[config.mk]
export PLATFORM = sky130hd
export DESIGN_NAME = clock_divider_mc_flat
export DESIGN_NICKNAME = d
export VERILOG_FILES = /design/src/rtl/clock_divider_mc_pkg.sv /design/src/rtl/clock_divider_mc_if.sv /design/src/rtl/clock_divider_mc_ch.sv /design/src/rtl/clock_divider_mc.sv /design/src/flat_wrapper.sv
export SDC_FILE = /design/constraint.sdc
export NUM_CORES = 1
export LEC_CHECK = 0
export CORE_UTILIZATION = 29
export CTS_BUF_LIST = sky130_fd_sc_hd__clkbuf_8
export CTS_CLUSTER_SIZE = 24
export DETAILED_ROUTE_END_ITERATION = 8
export PLACE_DENSITY = 0.5
export SLEW_MARGIN = 20
export SYNTH_ARGS = -nofsm -noshare
export SYNTH_HDL_FRONTEND = slang
export SYNTH_SLANG_ARGS = --single-unit
export TNS_END_PERCENT = 50
[constraint.sdc]
create_clock -name i_clk -period 7.45 [get_ports i_clk]
set_input_delay 1.1175 -clock i_clk [delete_from_list [all_inputs] [get_ports i_clk]]
set_output_delay 1.1175 -clock i_clk [all_outputs]
set_load 0.02 [all_outputs]
[src/rtl/clock_divider_mc_pkg.sv]
// Shared constants and types for the multi-channel clock divider.
// Pure definitions: no latency and no flow control.
package clock_divider_mc_pkg;

    localparam int DIVW_DEF        = 16;
    localparam int DEFAULT_DIV_DEF = 2;
    localparam int MIN_DIV         = 1;

    // Per-channel registered status, packed so the top can unbundle it per bit.
    typedef struct packed {
        logic clk;
        logic tick;
        logic pending;
    } ch_out_t;

    // The channel index keeps at least one bit so a single-channel build still has a port.
    function automatic int ch_idx_w(input int nch);
        return (nch > 1) ? $clog2(nch) : 1;
    endfunction

endpackage

[src/rtl/clock_divider_mc_if.sv]
// Control/status bundle of the divider: enables, sync, divisor write and per-channel outputs.
// Wiring only: no latency and no backpressure.
interface clock_divider_mc_if #(
    parameter int NCH  = 4,
    parameter int DIVW = 16
);
    import clock_divider_mc_pkg::*;

    localparam int CHW = ch_idx_w(NCH);

    logic [NCH-1:0]  i_en;
    logic            i_sync;
    logic            i_wr_en;
    logic [CHW-1:0]  i_wr_ch;
    logic [DIVW-1:0] i_wr_div;
    logic [NCH-1:0]  o_clk;
    logic [NCH-1:0]  o_tick;
    logic [NCH-1:0]  o_pending;

    modport master (
        output i_en, i_sync, i_wr_en, i_wr_ch, i_wr_div,
        input  o_clk, o_tick, o_pending
    );

    modport slave (
        input  i_en, i_sync, i_wr_en, i_wr_ch, i_wr_div,
        output o_clk, o_tick, o_pending
    );

endinterface

[src/rtl/clock_divider_mc_ch.sv]
// One divider channel: half-period counter, active/shadow divisor, clock, tick and pending flag.
// All outputs registered (1 cycle from inputs); no backpressure, writes always accepted.
module clock_divider_ch
    import clock_divider_mc_pkg::*;
#(
    parameter int DIVW        = DIVW_DEF,
    parameter int DEFAULT_DIV = DEFAULT_DIV_DEF
) (
    input  logic            i_clk,
    input  logic            i_rst_n,
    input  logic            i_en,
    input  logic            i_sync,
    input  logic            i_wr,
    input  logic [DIVW-1:0] i_wr_div,
    output ch_out_t         o_st
);

    logic [DIVW-1:0] cnt_q, cnt_d;
    logic [DIVW-1:0] act_q, act_d;
    logic [DIVW-1:0] shd_q, shd_d;
    logic            clk_q, clk_d;
    logic            tick_q, tick_d;
    logic            pend_q, pend_d;

    logic [DIVW-1:0] half;
    logic            last;
    logic            running;
    logic            apply;

    always_comb begin
        half    = (act_q < DIVW'(MIN_DIV)) ? DIVW'(MIN_DIV) : act_q;
        last    = (cnt_q == half - DIVW'(1));
        running = i_en | clk_q;
        // Divisor may only change where no half-period is in flight: at the fall or while idle.
        apply   = i_sync | ~running | (last & clk_q);

        cnt_d  = cnt_q;
        act_d  = act_q;
        shd_d  = shd_q;
        clk_d  = clk_q;
        tick_d = 1'b0;
        pend_d = pend_q;

        if (i_wr) begin
            shd_d  = i_wr_div;
            pend_d = 1'b1;
        end
        if (apply) begin
            act_d  = i_wr ? i_wr_div : (pend_q ? shd_q : act_q);
            pend_d = 1'b0;
        end

        if (i_sync || !running) begin
            cnt_d = '0;
            clk_d = 1'b0;
        end else if (last) begin
            cnt_d  = '0;
            clk_d  = ~clk_q;
            tick_d = ~clk_q;
        end else begin
            cnt_d = cnt_q + DIVW'(1);
        end
    end

    always_ff @(posedge i_clk or negedge i_rst_n) begin
        if (!i_rst_n) begin
            cnt_q  <= '0;
            act_q  <= DIVW'(DEFAULT_DIV);
            shd_q  <= DIVW'(DEFAULT_DIV);
            clk_q  <= 1'b0;
            tick_q <= 1'b0;
            pend_q <= 1'b0;
        end else begin
            cnt_q  <= cnt_d;
            act_q  <= act_d;
            shd_q  <= shd_d;
            clk_q  <= clk_d;
            tick_q <= tick_d;
            pend_q <= pend_d;
        end
    end

    assign o_st = {clk_q, tick_q, pend_q};

endmodule

[src/rtl/clock_divider_mc.sv]
// NCH independent programmable clock dividers sharing one write port and one sync pulse.
// Outputs registered (1 cycle from inputs); no backpressure, out-of-range writes dropped.
module clock_divider_mc
    import clock_divider_mc_pkg::*;
#(
    parameter int NCH         = 4,
    parameter int DIVW        = DIVW_DEF,
    parameter int DEFAULT_DIV = DEFAULT_DIV_DEF
) (
    input  logic                i_clk,
    input  logic                i_rst_n,
    clock_divider_mc_if.slave   bus
);

    logic [NCH-1:0] wr_hit;
    logic [NCH-1:0] clk_v;
    logic [NCH-1:0] tick_v;
    logic [NCH-1:0] pend_v;

    genvar c;
    generate
        for (c = 0; c < NCH; c++) begin : g_ch
            ch_out_t st;

            // Indices >= NCH match no channel, so such writes vanish.
            assign wr_hit[c] = bus.i_wr_en && (int'(bus.i_wr_ch) == c);

            clock_divider_ch #(
                .DIVW        (DIVW),
                .DEFAULT_DIV (DEFAULT_DIV)
            ) u_ch (
                .i_clk    (i_clk),
                .i_rst_n  (i_rst_n),
                .i_en     (bus.i_en[c]),
                .i_sync   (bus.i_sync),
                .i_wr     (wr_hit[c]),
                .i_wr_div (bus.i_wr_div),
                .o_st     (st)
            );

            assign clk_v[c]  = st.clk;
            assign tick_v[c] = st.tick;
            assign pend_v[c] = st.pending;
        end
    endgenerate

    assign bus.o_clk     = clk_v;
    assign bus.o_tick    = tick_v;
    assign bus.o_pending = pend_v;

endmodule

[src/flat_wrapper.sv]
// flat-port wrapper written by rule: the top's interface ports become plain ports
module clock_divider_mc_flat import clock_divider_mc_pkg::*;
#(
    parameter int NCH         = 4,
    parameter int DIVW        = DIVW_DEF,
    parameter int DEFAULT_DIV = DEFAULT_DIV_DEF
)
  (i_clk, i_rst_n, bus_i_en, bus_i_sync, bus_i_wr_en, bus_i_wr_ch, bus_i_wr_div, bus_o_clk, bus_o_tick, bus_o_pending);
  clock_divider_mc_if #(.NCH(NCH), .DIVW(DIVW)) bus_i ();
  input  logic i_clk;
  input  logic i_rst_n;
  input wire logic [$bits(bus_i.i_en)-1:0] bus_i_en;
  input wire logic [$bits(bus_i.i_sync)-1:0] bus_i_sync;
  input wire logic [$bits(bus_i.i_wr_en)-1:0] bus_i_wr_en;
  input wire logic [$bits(bus_i.i_wr_ch)-1:0] bus_i_wr_ch;
  input wire logic [$bits(bus_i.i_wr_div)-1:0] bus_i_wr_div;
  output wire logic [$bits(bus_i.o_clk)-1:0] bus_o_clk;
  output wire logic [$bits(bus_i.o_tick)-1:0] bus_o_tick;
  output wire logic [$bits(bus_i.o_pending)-1:0] bus_o_pending;
  assign bus_i.i_en = bus_i_en;
  assign bus_i.i_sync = bus_i_sync;
  assign bus_i.i_wr_en = bus_i_wr_en;
  assign bus_i.i_wr_ch = bus_i_wr_ch;
  assign bus_i.i_wr_div = bus_i_wr_div;
  assign bus_o_clk = bus_i.o_clk;
  assign bus_o_tick = bus_i.o_tick;
  assign bus_o_pending = bus_i.o_pending;
  clock_divider_mc #(.NCH(NCH), .DIVW(DIVW), .DEFAULT_DIV(DEFAULT_DIV)) u_core (.i_clk(i_clk), .i_rst_n(i_rst_n), .bus(bus_i));
endmodule
==> impl_metrics.yaml <==
timing:
  worst_clock_skew_ns: 0.0122
  max-slew-margin-rel: 0.419
  hold_viol_final: 0
  min_period_ns: 4.64
  rsz0062_at_grt: "false"
  drv_slew: 0
  fin_crit_sh: 0.622
  fmax_ghz: 0.216
  finalSetupTns_ns: 0
  fin_hold_ws_ns: 0.492
  tightest_slew_ns: 0.871
  setup_violations: 0
clocking:
  cts_resized: 0
  htreeDepth: 2
  post_cts_buffers: 0
  clock_latency_ns: 0.53
  root_buffer: "clkbuf_8"
  clock_path_buffers: 3
  cts_buffers: 38
  cts.sinks: 204
  holdBufCountCts: 0
  cts_tree: "built"
  cts.clk_slew.worst_paths_ns: 0.06
critical_path:
  crit_path_end_kind: "flop"
  cp-start-kind: "flop"
  r2r_cells: 12
  worstPathRequired_ns: 7.86
  arrival_ns: 5.05
  critical_path.max_fanout: 16
  path_class: "flop to flop"
placement:
  port_buffers: 37
  dp_hpwl_um: 18300
  dpl_cell_area_mm2: 0.0119
  place_congestion: 0.810
global_route:
  overflow: 0
  grt_pass1_wl_um: 44100
  grt_usage: 0.141
  antenna_found_initial: 1
  first_global_vias: 8211
  grt_start_max_net_pins: 84
layout:
  syn2layout_area_growth_pct: 14.7
  final_cell_area_mm2: 0.0127
  final_nets: 1148
  fillCellCount: 3872
  antenna-diode-count: 0
  drive_above_1_share: 0.160
logic_synthesis:
  yosysSeqAreaShare: 0.460
  synth.area.top_cells: "dfrtp_1 (44%), mux2_2 (8.0%), xnor2_1 (5.9%)"
  synth-seq-cells: 204
  synth_flop_cell: "dfrtp_1"
  synth_top_area_share: 0.441
  synth.most_common_cell: "dfrtp_1"
  syn_nets: 1117
  avgSynthCellArea_um2: 10.3
  synth_area_leader_cell: "dfrtp_1"
  yosys_warnings: 0
  ys_types: 64
  syn_area_mm2: 0.0111
  synth_commonest_cells: "dfrtp_1 (196), nor2_1 (113), mux2_2 (79), xnor2_1 (75), xor2_1 (61)"
  synth_enable_flop_cells: 0
  syn_inst: 1083
  async_reset_ff_frac: 1.00
status:
  status: "finished, final reports clean"
floorplanning:
  dieWidth_um: 198
  dieArea_mm2: 0.0391
  ios: 38
  rows: 71
  fp.dieH_um: 198
  fp.coreArea_mm2: 0.0377
  start_util: 0.295
route:
  drt_iter0_markers: 417
  via_per_inst: 4.90
  routed_wirelength_um: 26400
  wl_per_cell_um: 16.0
  drcViolationCount: 0
  postRouteAntennaNets: 0
  vias: 8103
  first_pass_iters: 5
run:
  maxCapViolations: 0
worst_hold_path:
  hp-class: "flop to flop"
  min_path_cells: 1
power:
  power_density_mw_per_mm2: 271
  leakage_uw: 0.00522
  power_uw: 3460
  ir_drop_mv: 0.111
[area by class of cell]
class | instances | area, um^2 | area share
Sequential cell | 204 | 5110 | 0.401
Clock buffer | 50 | 688 | 0.0540
Multi-Input combinational cell | 776 | 5570 | 0.437
Clock inverter | 17 | 98.8 | 0.00776
Inverter | 47 | 176 | 0.0138
Tap cell | 511 | 639 | 0.0502
Timing Repair Buffer | 47 | 453 | 0.0355
[cell families (layout without fill, tap and decap cells)]
family                     Yosys count  after routing  share of synthesized area
AOI/OAI and AO/OA                  114            114                     0.0754
adders and majority gates            8              8                    0.00901
and+or+nand+nor                    404            404                      0.191
muxes                              114            114                      0.116
DFF                                204            204                      0.460
xor gates and xnor gates           136            136                      0.107
buffers and inverters              103            161                     0.0410
[critical path: stages, from the launching register on]
cell and delay [ns]:
dfrtp_1 0.50, nor2_1 0.14, and4_1 0.30, a21oi_1 0.18, ha_1 0.23, or4b_1 0.59
or4_1 0.52, a211o_1 0.27, and3_4 0.18, nand3b_1 0.15, o41a_1 0.44, a21oi_4 0.59
mux2_2 0.41
[flip-flops by register name, indices dropped and copies added (netlist names)]
name,count
u_core.g_ch.u_ch.shd_q,64
u_core.g_ch.u_ch.clk_q,4
u_core.g_ch.u_ch.tick_q,4
u_core.g_ch.u_ch.act_q,64
u_core.g_ch.u_ch.cnt_q,64
u_core.g_ch.u_ch.pend_q,4
[metal layers]
layer  GRT usage  vias up  part of all wire
li1            -     3914                 -
met1       0.194     3998              0.48
met2       0.223      141              0.45
met3      0.0264       50             0.040
met4      0.0445        0             0.025
met5           0        -                 0
[cells in the final DEF (no fill, tap or decap), drive strengths merged, types with 9 or more instances in the layout]
cell,Yosys,routed
a21oi,32,32
a31oi,9,9
and3,23,23
buf,22,10
clkbuf,34,51
clkdlybuf4s50,0,36
dfrtp,196,196
inv,47,56
mux2,89,89
mux2i,25,25
nand2,54,54
nand3,53,53
nand4,11,11
nor2,114,114
nor2b,9,9
nor3,23,23
nor3b,9,9
nor4,26,26
o221ai,21,21
or3,24,24
or4,15,15
xnor2,75,75
xor2,61,61
[where the power goes]
group / leakage (uW) / total, uW / internal, uW / switching, uW
clock: 0.000449 / 1100 / 633 / 468
combinational: 0.00221 / 821 / 405 / 417
sequential: 0.00256 / 1530 / 1300 / 232
total: 0.00522 / 3460 / 2340 / 1120
[path summary, 6_finish.rpt]
kind | startpoint | to | slack, ns
min in group asynchronous | i_rst_n | u_core.g_ch[3].u_ch.cnt_q[11] | 0.59
setup reg to reg | u_core.g_ch[1].u_ch.act_q[3] | u_core.g_ch[1].u_ch.act_q[4] | 2.81
setup / recovery | u_core.g_ch[1].u_ch.act_q[3] | u_core.g_ch[1].u_ch.act_q[4] | 2.81
hold reg to reg | u_core.g_ch[0].u_ch.shd_q[10] | u_core.g_ch[0].u_ch.shd_q[10] | 0.49
hold / removal | u_core.g_ch[0].u_ch.shd_q[10] | u_core.g_ch[0].u_ch.shd_q[10] | 0.49
max in group asynchronous | i_rst_n | u_core.g_ch[1].u_ch.act_q[14] | 5.67
[per-stage QoR]
stage | cells | util | worst slack [ns]
6_report | 1652 | 0.338 | 2.81
4_1_cts | 1652 | 0.338 | 2.78
3_5_place_dp | 1585 | 0.317 | 2.79
3_3_place_gp | 1585 | 0.317 | 2.81
2_1_floorplan | 1083 | - | 3.29
5_1_grt | 1652 | 0.338 | 2.59
(Power assumes the default switching activity.)
==> RTL edit: new RTL, config.mk and constraints unchanged <==
`DIVW_DEF`: 16 -> 15.
--- a/src/rtl/clock_divider_mc_pkg.sv
+++ b/src/rtl/clock_divider_mc_pkg.sv
@@ -4,3 +4,3 @@
 
-    localparam int DIVW_DEF        = 16;
+    localparam int DIVW_DEF        = 15;
     localparam int DEFAULT_DIV_DEF = 2;
Interface: changed (resized bus_i_wr_div); port bits go from 38 to 37. No check against the original RTL was run, so the function may have changed too.
==> RTL edit against the original RTL <==
Sequential cell count shrank 12. Sequential power shrank 7%. Via count shrank 1.6%. Synthesized cell count shrank 0.65%. Non-clock buffer count shrank 4. Clock power shrank 36%. Clock skew grew 13 ps. Power shrank 18%. Cell area shrank 7.6%. Critical path depth grew 1. Routed wire length shrank 1.9%. Setup slack lost 130 ps. Area after synthesis shrank 3.6%. Highest routed layer unchanged.
==> RTL edit: results (changes against the original RTL) <==
| Metric | Value |
|---|---|
| Run status | `finished clean` |
| Adder-cell share of the synthesized area | `0.934% (+0.034 points)` |
| Share of post-route cells with drive strength above 1 | `11.0% (-5.0 points)` |
| GRT met2 Usage | `23.5% (+1.2 points)` |
| GPL Wtd Cong | `0.833 (+2.9%)` |
| Top cells by area, synth | `dfrtp_1 (43%), xnor2_1 (5.2%), mux2_2 (4.4%), nor2_1 (4.4%), xor2_1 (3.8%)` |
| Leakage | `4.66 nW (-11%)` |
| Met3 routed WL | `699 µm (-33%)` |
| Metal2 WL | `12100 µm (+1.2%)` |
| Non-clock buffer count | `43 (-8.5%)` |
| Relative slew margins | `34.6% (-7.3 points)` |
| Clk_skew | `25.3 ps (+13.1 ps)` |
| FF-to-FF End | `u_core.g_ch[3].u_ch.act_q[2]` |
| Seq pwr share | `50.0% (+5.6 points)` |
| Met3 Use GR | `2.49% (-0.15 points)` |
| CTS sink count | `192 (-5.9%)` |
| Maximum VDD drop | `122 µV (+10%)` |
| GRT Total Usage | `14.3% (+0.20 points)` |
| Clock-pin transition on the worst setup and hold timing paths | `100 ps (+40 ps)` |
| Cts bufs inserted | `17 (-55%)` |
| DR vias/cell | `5.14 (+4.9%)` |
| Hold_sp | `u_core.g_ch[2].u_ch.shd_q[1]` |
| Yosys top cell area share | `43.0% (-1.1 points)` |
| Post-Synth XOR/XNOR Area | `8.99% (-1.7 points)` |
| Synth Area in Compound Gates | `12.1% (+4.6 points)` |
| Max Root-Sink Buffers | `2 (-1)` |
| Clock power share | `24.6% (-7.3 points)` |
| Pin count of the biggest net entering global routing | `73 (-13%)` |
| Min-Delay Path Depth | `2 (+1)` |
| Met1 GRT Util | `19.7% (+0.29 points)` |
| Synth unique cells | `83 (+30%)` |
| Area of the multi-input gates | `0.00545 mm² (-2.3%)` |
| Crit path from | `u_core.g_ch[3].u_ch.act_q[9]` |
| Setup crit end | `u_core.g_ch[3].u_ch.act_q[2]` |
| Initial antenna violation count | `0 (-1)` |
| Multiplexer area fraction after synthesis | `8.11% (-3.5 points)` |
| DR WL/cell | `16.7 µm (+4.5%)` |
| Placed cells | `1521 (-4.0%)` |
| First-pass GRT wire length | `43400 µm (-1.6%)` |
-- RTL edit: logic make-up after synthesis --
| group | count (synthesis) |
|---|---|
| AO/OA/AOI/OAI | 167 |
| XOR/XNOR | 110 |
| adder cells (fa/ha/maj) | 8 |
| buffers and inverters | 99 |
| flip-flops | 192 |
| multiplexers | 79 |
| AND/OR/NAND/NOR | 421 |
-- RTL edit: through the flow --
step	power (mW)	hold slack, ps	setup slack [ps]	cell area (µm²)	utilization, %
6_report	2.85	474	2680	11800	32.2
5_1_grt	3.05	503	2270	11800	32.2
4_1_cts	2.89	478	2580	11800	32.2
3_5_place_dp	2.17	456	2640	11400	31.2
3_3_place_gp	2.15	452	2720	11400	31.2
2_1_floorplan	1.97	434	3470	10700	-
-- RTL edit: worst max-delay path: stages, from the launching register on --
cell and delay, ps:
dfrtp_1 530, nor4_2 140, and3_1 230, nor2b_1 160
nor2_1 110, ha_1 230, or4b_4 510, or3_1 360
nor4b_1 270, a31oi_1 70, a311o_1 340, o31ai_2 820
or2_1 640, o221a_2 290
